--- src/rtl/display_sched_pkg.sv ---
// ---------------------------------------------------------------------------
// display_sched_pkg
//   Shared types and constants for the display scheduler slice.
//   - digit_t      : one BCD/hex digit as driven to the seven-segment mux
//   - scan_idx_t   : index of the digit currently being scanned (0..3)
//   - req_id_t     : identifies one of the two update requesters
//   - BLANK_CODE   : digit code that the BCD decoder renders as all-off
//   - TICK_DIV_DEFAULT : clk cycles per scan tick (100 MHz / 500 Hz)
//   - blank_leading_zeros() : replaces leading zero digits with BLANK_CODE
// ---------------------------------------------------------------------------
package display_sched_pkg;

    typedef logic [3:0] digit_t;
    typedef logic [1:0] scan_idx_t;

    typedef enum logic {
        REQ0 = 1'b0,
        REQ1 = 1'b1
    } req_id_t;

    localparam digit_t BLANK_CODE       = 4'hF;
    localparam int     TICK_DIV_DEFAULT = 200000;

    // Walks from digit3 down to digit1; every zero seen before the first
    // nonzero digit is blanked. digit0 is never examined, so a value of
    // zero still shows a single '0'.
    function automatic logic [15:0] blank_leading_zeros(input logic [15:0] raw);
        logic [15:0] res;
        logic        leading;
        res     = raw;
        leading = 1'b1;
        for (int i = 3; i >= 1; i--) begin
            if (leading && (raw[i*4 +: 4] == 4'h0)) begin
                res[i*4 +: 4] = BLANK_CODE;
            end else begin
                leading = 1'b0;
            end
        end
        return res;
    endfunction

endpackage

--- src/rtl/scan_divider.sv ---
// ---------------------------------------------------------------------------
// scan_divider
//   Free-running modulo-TICK_DIV counter that emits a one-cycle scan tick.
//   Ports:
//     clk       in   system clock, rising edge
//     rst       in   synchronous active-high reset (counter to 0)
//     scan_tick out  high in the cycle the count equals TICK_DIV-1
//   Parameters:
//     TICK_DIV  clk cycles per tick, must be >= 2
// ---------------------------------------------------------------------------
module scan_divider
    import display_sched_pkg::*;
#(
    parameter int TICK_DIV = TICK_DIV_DEFAULT
) (
    input  logic clk,
    input  logic rst,
    output logic scan_tick
);

    localparam int               CNT_W    = $clog2(TICK_DIV);
    localparam logic [CNT_W-1:0] CNT_LAST = CNT_W'(TICK_DIV - 1);

    logic [CNT_W-1:0] count_q;
    logic [CNT_W-1:0] count_d;

    // Tick is decoded from the registered count, so it is clean and is
    // naturally low while the counter sits at 0 after reset.
    always_comb begin
        scan_tick = (count_q == CNT_LAST);
        count_d   = scan_tick ? '0 : count_q + CNT_W'(1);
    end

    // NOTE: sequential state uses non-blocking assignments only, so every
    // flop samples the pre-edge values of all other flops.
    always_ff @(posedge clk) begin
        if (rst) begin
            count_q <= '0;
        end else begin
            count_q <= count_d;
        end
    end

endmodule

--- src/rtl/display_scheduler.sv ---
// ---------------------------------------------------------------------------
// display_scheduler
//   Scan pacing, digit index tracking and round-robin arbitration of digit
//   updates for a four-digit seven-segment multiplexer. Accepted updates sit
//   in a shadow buffer and are committed only at the end of a frame, so the
//   display never shows a mix of old and new digits.
//
//   Ports:
//     clk, rst                 clock and synchronous active-high reset
//     req0_valid/data/ready    requester 0 (data[3:0] is digit0 ... [15:12] digit3)
//     req1_valid/data/ready    requester 1, same layout
//     digit0..digit3           committed digits to the multiplexer
//     scan_tick                one-cycle pulse every TICK_DIV cycles
//     scan_idx                 digit currently being scanned
//     frame_end                scan_tick while scanning digit 3
//     pending                  shadow buffer holds an uncommitted update
//
//   Optional feature (compile-time macro):
//     BLANK_LEADING_ZEROS_EN   blank leading zero digits at commit time;
//                              the shadow buffer keeps the raw value.
// ---------------------------------------------------------------------------
module display_scheduler
    import display_sched_pkg::*;
#(
    parameter int TICK_DIV = TICK_DIV_DEFAULT
) (
    input  logic        clk,
    input  logic        rst,

    input  logic        req0_valid,
    input  logic [15:0] req0_data,
    output logic        req0_ready,

    input  logic        req1_valid,
    input  logic [15:0] req1_data,
    output logic        req1_ready,

    output logic [3:0]  digit0,
    output logic [3:0]  digit1,
    output logic [3:0]  digit2,
    output logic [3:0]  digit3,

    output logic        scan_tick,
    output logic [1:0]  scan_idx,
    output logic        frame_end,
    output logic        pending
);

    // ------------------------------------------------------------------
    // State
    // ------------------------------------------------------------------
    scan_idx_t   scan_idx_q, scan_idx_d;
    logic [15:0] digits_q,   digits_d;
    logic [15:0] shadow_q,   shadow_d;
    logic        pending_q,  pending_d;
    req_id_t     last_q,     last_d;

    logic        grant0;
    logic        grant1;
    logic        can_accept;
    logic [15:0] commit_value;

    // ------------------------------------------------------------------
    // Scan tick generation
    // ------------------------------------------------------------------
    scan_divider #(
        .TICK_DIV (TICK_DIV)
    ) u_scan_divider (
        .clk       (clk),
        .rst       (rst),
        .scan_tick (scan_tick)
    );

    assign frame_end = scan_tick && (scan_idx_q == scan_idx_t'(3));

    // ------------------------------------------------------------------
    // Round-robin arbitration
    //   Nothing is accepted while an update is still waiting to commit or
    //   in the commit cycle itself, which bounds throughput to one update
    //   per frame and keeps transfer and commit from ever colliding.
    // ------------------------------------------------------------------
    // NOTE: every signal driven in an always_comb gets a default first, so
    // no path through the block leaves it unassigned and no latch appears.
    always_comb begin
        grant0     = 1'b0;
        grant1     = 1'b0;
        can_accept = !rst && !pending_q && !frame_end;
        if (can_accept) begin
            if (req0_valid && req1_valid) begin
                // Contention: the requester that did not win last time goes.
                if (last_q == REQ1) begin
                    grant0 = 1'b1;
                end else begin
                    grant1 = 1'b1;
                end
            end else if (req0_valid) begin
                grant0 = 1'b1;
            end else if (req1_valid) begin
                grant1 = 1'b1;
            end
        end
    end

    assign req0_ready = grant0;
    assign req1_ready = grant1;

    // ------------------------------------------------------------------
    // Value presented at commit
    // ------------------------------------------------------------------
`ifdef BLANK_LEADING_ZEROS_EN
    assign commit_value = blank_leading_zeros(shadow_q);
`else
    assign commit_value = shadow_q;
`endif

    // ------------------------------------------------------------------
    // Next-state logic
    // ------------------------------------------------------------------
    always_comb begin
        scan_idx_d = scan_idx_q;
        digits_d   = digits_q;
        shadow_d   = shadow_q;
        pending_d  = pending_q;
        last_d     = last_q;

        // Two-bit index wraps 3 -> 0 on its own.
        if (scan_tick) begin
            scan_idx_d = scan_idx_q + scan_idx_t'(1);
        end

        if (frame_end && pending_q) begin
            digits_d  = commit_value;
            pending_d = 1'b0;
        end else if (grant0) begin
            shadow_d  = req0_data;
            pending_d = 1'b1;
            last_d    = REQ0;
        end else if (grant1) begin
            shadow_d  = req1_data;
            pending_d = 1'b1;
            last_d    = REQ1;
        end
    end

    // ------------------------------------------------------------------
    // Registers
    //   last resets to REQ1 so requester 0 wins the first contention.
    //   Clearing pending and shadow on reset drops any update in flight.
    // ------------------------------------------------------------------
    always_ff @(posedge clk) begin
        if (rst) begin
            scan_idx_q <= '0;
            digits_q   <= '0;
            shadow_q   <= '0;
            pending_q  <= 1'b0;
            last_q     <= REQ1;
        end else begin
            scan_idx_q <= scan_idx_d;
            digits_q   <= digits_d;
            shadow_q   <= shadow_d;
            pending_q  <= pending_d;
            last_q     <= last_d;
        end
    end

    // ------------------------------------------------------------------
    // Outputs
    // ------------------------------------------------------------------
    assign digit0   = digits_q[3:0];
    assign digit1   = digits_q[7:4];
    assign digit2   = digits_q[11:8];
    assign digit3   = digits_q[15:12];
    assign scan_idx = scan_idx_q;
    assign pending  = pending_q;

endmodule

--- config.mk ---
export PLATFORM = sky130hd
export DESIGN_NAME = display_scheduler
export DESIGN_NICKNAME = d
export VERILOG_FILES = /design/src/rtl/display_sched_pkg.sv /design/src/rtl/scan_divider.sv /design/src/rtl/display_scheduler.sv
export SDC_FILE = /design/constraint.sdc
export NUM_CORES = 1
export LEC_CHECK = 0
export CORE_ASPECT_RATIO = 0.6
export CORE_MARGIN = 2
export CORE_UTILIZATION = 40
export DETAILED_ROUTE_END_ITERATION = 10
export GPL_TIMING_DRIVEN = 0
export SYNTH_ARGS = -nofsm -noshare
export SYNTH_HDL_FRONTEND = slang
export SYNTH_SLANG_ARGS = --single-unit
--- constraint.sdc ---
create_clock -name clk -period 2.65 [get_ports clk]
set_input_delay 0.53 -clock clk [delete_from_list [all_inputs] [get_ports clk]]
set_output_delay 0.53 -clock clk [all_outputs]
set_load 0.005 [all_outputs]
==> qor_table.md, run 1 <==
| Step | Quantity | Reported |
| --- | --- | --- |
| drt | Total via count in the routed design | 3036 |
| sta | Final Slew Violations | 0 |
| placed design | Hpwl dp | 6.53 mm |
| finish | Ratio of cells with drive above 1 in the final layout | 15.2% |
| setup path | Maximum fanout encountered on the critical timing path | 4 |
| floorplanning | Number of placement rows | 24 |
| grt | Pin count of the biggest net entering global routing | 18 |
| run | Reported max-cap violation count | 0 |
| floorplanning | Die outline width | 114 um |
| sta | Minimum clock period | 2.57 ns |
| clock network | Max Buffers Root-to-Sink | 2 |
| floorplanning | Die area | 8030 um2 |
| sta | Maximum clock rate | 390 MHz |
| setup path | Reg2reg setup slack | 0.26 ns |
| sta | Unrepaired setup endpoints after global routing | false |
| worst hold path | Min-Delay Path Class | reg -> reg |
| pwr | Total power divided by cell area | 493 nW/um2 |
| yosys | Library cell with the largest summed area after synthesis | dfxtp_1 |
| yosys | Post-synth top area share | 37.0% |
| placed design | Dpl ws | -0.837 ns |
| grt | Total routing resource utilization after global routing | 21.4% |
| yosys | Syn nets | 388 |
| sta | Worst-case headroom to the max-slew limit | 63.8% |
| sta | Total setup violations reported at the end of the flow | 0 |
| clock network | Clock-pin slew of the registers on the worst-case setup and hold paths | 0.07 ns |
| yosys | Cells taking the most area after synthesis | dfxtp_1 (37%), a21oi_1 (9.2%), or4b_2 (5.5%) |
| clock network | CTS root buffer | clkbuf_16 |
| yosys | Average size of a mapped cell | 8.35 um2 |
| finish | Commonest non-fill, non-tap cell in the layout | a21oi_1 |
| drt | Total detailed-routing wirelength | 8.63 mm |
| sta | Tcrit/Tclk final | 96.8% |
| grt | Antenna violations before repair | 0 |
| drt | Final ANT Viol Nets | 0 |
| sta | Final worst hold slack | 0.455 ns |
| drt | Number of optimization iterations in the first detailed-route pass | 4 |
| yosys | Share of the yosys chip area belonging to registers | 37.0% |
| clock network | TritonCTS clock tree | built |
| placed design | Final estimated routing congestion in global placement | 0.849 |
| clock network | Count of clock tree sinks | 54 |
| floorplanning | Area of the core region | 7180 um2 |
| sta | Transition time of the tightest slew-check pin | 0.542 ns |
| clock network | Count of H-tree levels built during CTS | 2 |
| sta | Final Skew | 0.00609 ns |
| grt | First-pass GRT wire length | 13.8 mm |
| grt | Overflow left after global routing | 0 |
| yosys | Yosys reg bits | 54 |
| finish | Ant. Diodes | 0 |
| outcome | Status | finished clean |
| drt | Number of DRC violations after detailed routing | 0 |
| sta | Setup TNS after final layout | 0 ns |
| clock network | CTS Hold Bufs | 0 |
| clock network | Clock latency at the later pin of the worst-skew pair | 0.29 ns |
| pwr | Static Leakage | 0.00130 uW |
| placed design | # port buffers | 58 |
| setup path | Crit path required time | 2.12 ns |
| finish | Most used cells in the layout excluding fill and tap cells | a21oi_1 (54), clkdlybuf4s50_1 (53), dfxtp_1 (49), clkbuf_1 (22), or3_1 (21) |
| clock network | CTS Buf Count | 5 |
| sta | Setup WS post-layout | 0.0848 ns |
| finish | Post-route core utilization | 54.9% |
| drt | Count of routing violations after the opening detailed-route iteration | 245 |
| drt | Wirelength per Cell | 16.9 um |
| setup path | Critical path endpoint category | output port |
| sta | Final-report hold violation count | 0 |
| setup path | Kind of critical path | reg -> out |
| floorplanning | Vertical die dimension | 70.2 um |
| floorplanning | Count of pins on the block boundary | 59 |
| yosys | Synthesized cell area | 2920 um2 |
| floorplanning | Starting density of the core | 40.7% |
| yosys | Number of library cell types mapped by synthesis | 38 |
| finish | Net total in the final layout | 457 |
| setup path | WP data arrival | 2.04 ns |
| drt | Vias/cell | 5.94 |
| setup path | Kind of start point of the critical path | flip-flop |
| yosys | Cells after synthesis | 350 |
| grt | Via count of the first global-routing pass | 2649 |
| pwr | Worst ir drop on vdd | 320 uV |
| yosys | Total number of yosys warnings | 0 |
| finish | Synthesis-to-layout area growth | 34.8% |
where the power goes:
| group | total [uW] | switching (uW) | internal (uW) |
|---|---|---|---|
| clock | 857 | 290 | 567 |
| combinational | 223 | 101 | 122 |
| sequential | 865 | 24.9 | 840 |
synthesized netlist by cell type, drive strengths merged:
master,number
a211o,1
o21ai,5
nor2,19
clkinv,1
nor3b,1
nand4,20
a21bo,1
nand3,7
a2111oi,1
and3,2
ha,2
inv,6
o31ai,17
nor4,21
a21o,1
xor2,2
or2,1
o41ai,16
xnor2,10
a21oi,54
nand2b,2
clkbuf,28
or3,21
and4,2
or4,2
or4b,17
a211oi,1
buf,7
o21bai,17
nand2,7
nor3,4
dfxtp,54
layer usage:
layer,share of wire (%),GRT usage (%),routed length [um],vias to the layer above
met3,6.5,3.56,562,2
li1,-,-,-,1489
met5,0,0,0,-
met1,55,35.8,4710,1448
met2,39,28.5,3340,97
met4,0.17,2.85,15,0
per-stage QoR:
step	total power, uW	instance area, um2	instances
floorplan	1000	2920	350
global placement	1090	3620	499
detailed placement	1100	3620	499
CTS	1950	3940	511
global route	2020	3940	511
finish	1940	3940	511
sequential cells by signal, indices dropped and copies added, names as in the netlist:
name / count
u_scan_divider.count_q: 18
commit_value: 16
digits_q: 16
scan_idx: 2
last_q: 1
pending: 1
what timing repair did:
item                       CTS  global route
setup buffers                6             2
resized for setup           43             8
pin swaps                    5             5
setup endpoints to repair    4             9
final cells by class:
cell class              instances  area [um2]
well taps                      91         114
inverters                       7        26.3
multi-input cells             254        1730
clock inverters                 2        60.1
fillers                       676        3240
flip-flops and latches         54        1090
plain buffers                  31         144
clock buffers                   6         139
repair buffers                 66         642
worst max-delay path, cell delays in order, from the launching register on:
cell     delay [ns]
dfxtp_4        0.34
or4b_4         0.55
or4_4          0.49
nor2_4         0.17
nor4_2         0.05
buf_2          0.15
path summary, 6_finish.rpt:
check / start / to / cells after the start
worst max register to register: u_scan_divider.count_q[9]$_SDFF_PP0_ / commit_value[11]$_SDFFE_PP0P_ / 6
worst min-delay path: u_scan_divider.count_q[0]$_SDFF_PP0_ / u_scan_divider.count_q[0]$_SDFF_PP0_ / 1
worst max-delay path: u_scan_divider.count_q[9]$_SDFF_PP0_ / req1_ready / 5
worst min register to register: u_scan_divider.count_q[0]$_SDFF_PP0_ / u_scan_divider.count_q[0]$_SDFF_PP0_ / 1
kinds of logic after synthesis:
logic type	after synthesis	synth area share, %
adders and majority gates	2	0.856
and+or+nand+nor	126	27.1
xor gates and xnor gates	12	3.60
AOI/OAI and AO/OA	114	25.5
buffers and inverters	42	5.99
DFF	54	37.0
Note: power is estimated with default switching activity, not from simulation.
==> run 2, diff against run 1 <==
--- a/config.mk
+++ b/config.mk
@@ -5,6 +5,7 @@
 export SDC_FILE = /design/constraint.sdc
 export NUM_CORES = 1
 export LEC_CHECK = 0
+export CAP_MARGIN = 40
 export CORE_ASPECT_RATIO = 0.6
 export CORE_MARGIN = 2
 export CORE_UTILIZATION = 40
==> results of run 2 <==
Same layout as run 1: the final DEF is identical, and so are final timing and power.
==> run 3, diff against run 2 <==
--- a/config.mk
+++ b/config.mk
@@ -11,6 +11,7 @@
 export CORE_UTILIZATION = 40
 export DETAILED_ROUTE_END_ITERATION = 10
 export GPL_TIMING_DRIVEN = 0
+export PLACE_DENSITY = 0.67
 export SYNTH_ARGS = -nofsm -noshare
 export SYNTH_HDL_FRONTEND = slang
 export SYNTH_SLANG_ARGS = --single-unit
==> qor_table.md, run 3 (synthesis results as in run 1) <==
| Step | Quantity | Reported | vs previous |
| --- | --- | --- | --- |
| clock network | Clock latency at the later pin of the worst-skew pair | 0.29 ns | about the same |
| grt | Via count of the first global-routing pass | 2788 | +5.2% |
| finish | Flip-flop count of the largest register after layout | 18 | unchanged |
| sta | Minimum clock period | 2.67 ns | +0.107 ns |
| grt | First-pass GRT wire length | 14.2 mm | +2.6% |
| setup path | Maximum fanout encountered on the critical timing path | 3 | -1 |
| floorplanning | Die outline width | 114 um | unchanged |
| pwr | Total power divided by cell area | 467 nW/um2 | -5.4% |
| placed design | Dpl ws | -0.873 ns | -0.0361 ns |
| sta | Final-report hold violation count | 0 | unchanged |
| grt | Pin count of the biggest net entering global routing | 18 | unchanged |
| outcome | Status | finished, violations left |  |
| setup path | Reg-to-Reg Start | u_scan_divider.count_q[9]$_SDFF_PP0_ |  |
| clock network | CTS Buf Count | 5 | unchanged |
| sta | Final Slew Violations | 0 | unchanged |
| finish | Ant. Diodes | 0 | unchanged |
| finish | Top reg by flops | u_scan_divider.count_q |  |
| finish | Post-route core utilization | 54.5% | -0.37 points |
| finish | Most used cells in the layout excluding fill and tap cells | a21oi_1 (54), clkdlybuf4s50_1 (53), dfxtp_1 (50), clkbuf_1 (23), or3_1 (21) |  |
| grt | Overflow left after global routing | 0 | unchanged |
| setup path | CP startpoint | u_scan_divider.count_q[9]$_SDFF_PP0_ |  |
| grt | Antenna violations before repair | 0 | unchanged |
| drt | Total detailed-routing wirelength | 8.83 mm | +2.3% |
| floorplanning | Number of placement rows | 24 | unchanged |
| clock network | Count of clock tree sinks | 54 | unchanged |
| sta | Worst-case headroom to the max-slew limit | 60.4% | -3.3 points |
| floorplanning | Vertical die dimension | 70.2 um | unchanged |
| clock network | Count of H-tree levels built during CTS | 2 | unchanged |
| drt | Vias/cell | 6.02 | +1.2% |
| setup path | Critical path endpoint category | output port |  |
| worst hold path | Hold path start | digits_q[12]$_SDFFE_PP0P_ |  |
| clock network | CTS root buffer | clkbuf_16 |  |
| finish | Commonest non-fill, non-tap cell in the layout | a21oi_1 |  |
| setup path | Kind of start point of the critical path | flip-flop |  |
| finish | Ratio of cells with drive above 1 in the final layout | 15.1% | -0.18 points |
| clock network | Clock-pin slew of the registers on the worst-case setup and hold paths | 0.07 ns | about the same |
| drt | Number of DRC violations after detailed routing | 0 | unchanged |
| pwr | Static Leakage | 0.00128 uW | -1.8% |
| clock network | CTS Hold Bufs | 0 | unchanged |
| grt | Total routing resource utilization after global routing | 22.1% | +0.68 points |
| sta | Maximum clock rate | 374 MHz | -4.0% |
| placed design | Final estimated routing congestion in global placement | 0.825 | -2.8% |
| placed design | # port buffers | 58 | unchanged |
| sta | Transition time of the tightest slew-check pin | 0.592 ns | +0.0500 ns |
| clock network | Max Buffers Root-to-Sink | 2 | unchanged |
| clock network | TritonCTS clock tree | built |  |
| sta | Final Skew | 0.00461 ns | -0.00149 ns |
| drt | Final ANT Viol Nets | 0 | unchanged |
| floorplanning | Area of the core region | 7180 um2 | unchanged |
| placed design | Hpwl dp | 6.46 mm | -1.0% |
| drt | Number of optimization iterations in the first detailed-route pass | 5 | +1 |
| setup path | Kind of critical path | reg -> out |  |
| run | Reported max-cap violation count | 0 | unchanged |
| pwr | Worst ir drop on vdd | 272 uV | -15% |
| outcome | Failing checks | setup timing |  |
| floorplanning | Die area | 8030 um2 | unchanged |
| sta | Tcrit/Tclk final | 101% | +4.0 points |
| sta | Final worst hold slack | 0.476 ns | +0.0211 ns |
| setup path | Crit path required time | 2.12 ns | about the same |
| finish | Net total in the final layout | 462 | +1.1% |
| drt | Count of routing violations after the opening detailed-route iteration | 214 | -13% |
| drt | Wirelength per Cell | 17.1 um | +1.3% |
| floorplanning | Count of pins on the block boundary | 59 | unchanged |
| floorplanning | Starting density of the core | 40.7% | unchanged |
| worst hold path | Min-Delay Path Class | reg -> reg |  |
| sta | Unrepaired setup endpoints after global routing | true |  |
| finish | Synthesis-to-layout area growth | 33.9% |  |
| drt | Total via count in the routed design | 3104 | +2.2% |
| setup path | WP data arrival | 2.14 ns | +0.10 ns |
| sta | Total setup violations reported at the end of the flow | 1 | +1 |
| sta | Setup WS post-layout | -0.0221 ns | -0.107 ns |
## run 3: report_power, final
group / total (uW) / switching, uW / internal (uW) / leakage (uW)
clock: 741 / 294 / 447 / 0.0000771
sequential: 866 / 26.1 / 839 / 0.000443
combinational: 220 / 102 / 119 / 0.000758
## run 3: critical path, cell delays in order (launching register included)
cell     delay (ns)
dfxtp_4        0.34
or4b_4         0.51
or4_4          0.54
buf_8          0.15
nor2_4         0.11
nor4_2         0.06
buf_2          0.15
## run 3: repair_timing
item,CTS,global route
endpoints found under the setup margin,4,7
pin swaps,4,2
buffers inserted,9,2
resized for setup,38,7
## run 3: path summary, 6_finish.rpt
path | endpoint | slack (ns) | depth (start not counted)
min reg2reg | digits_q[12]$_SDFFE_PP0P_ | 0.48 | 2
max | req1_ready | -0.02 | 6
min | digits_q[12]$_SDFFE_PP0P_ | 0.48 | 2
max reg2reg | commit_value[13]$_SDFFE_PP0P_ | 0.17 | 7
## run 3: through the flow
stage	setup TNS, ns	std cells	instance area (um2)	total power, uW
final	-0.0221	516	3910	1830
after floorplan	0	350	2920	1000
after CTS	-0.0295	514	3890	1830
after detailed placement	-1.85	499	3620	1100
after global placement	-1.77	499	3620	1090
after global routing	-0.110	516	3910	1890
## run 3: routing by layer
metal	track usage [%]	part of all wire, %	vias up
li1	-	-	1502
met1	35.9	51	1479
met2	30.6	41	119
met3	3.73	7.4	4
met4	3.25	0.39	0
met5	0	0	-
## run 3: area by class of cell
cell class	count	area [um2]
Buffer	33	170
Timing Repair Buffer	69	646
Multi-Input combinational cell	254	1700
Tap cell	91	114
Inverter	7	26.3
Clock inverter	2	37.5
Sequential cell	54	1090
Fill cell	675	3260
Clock buffer	6	129
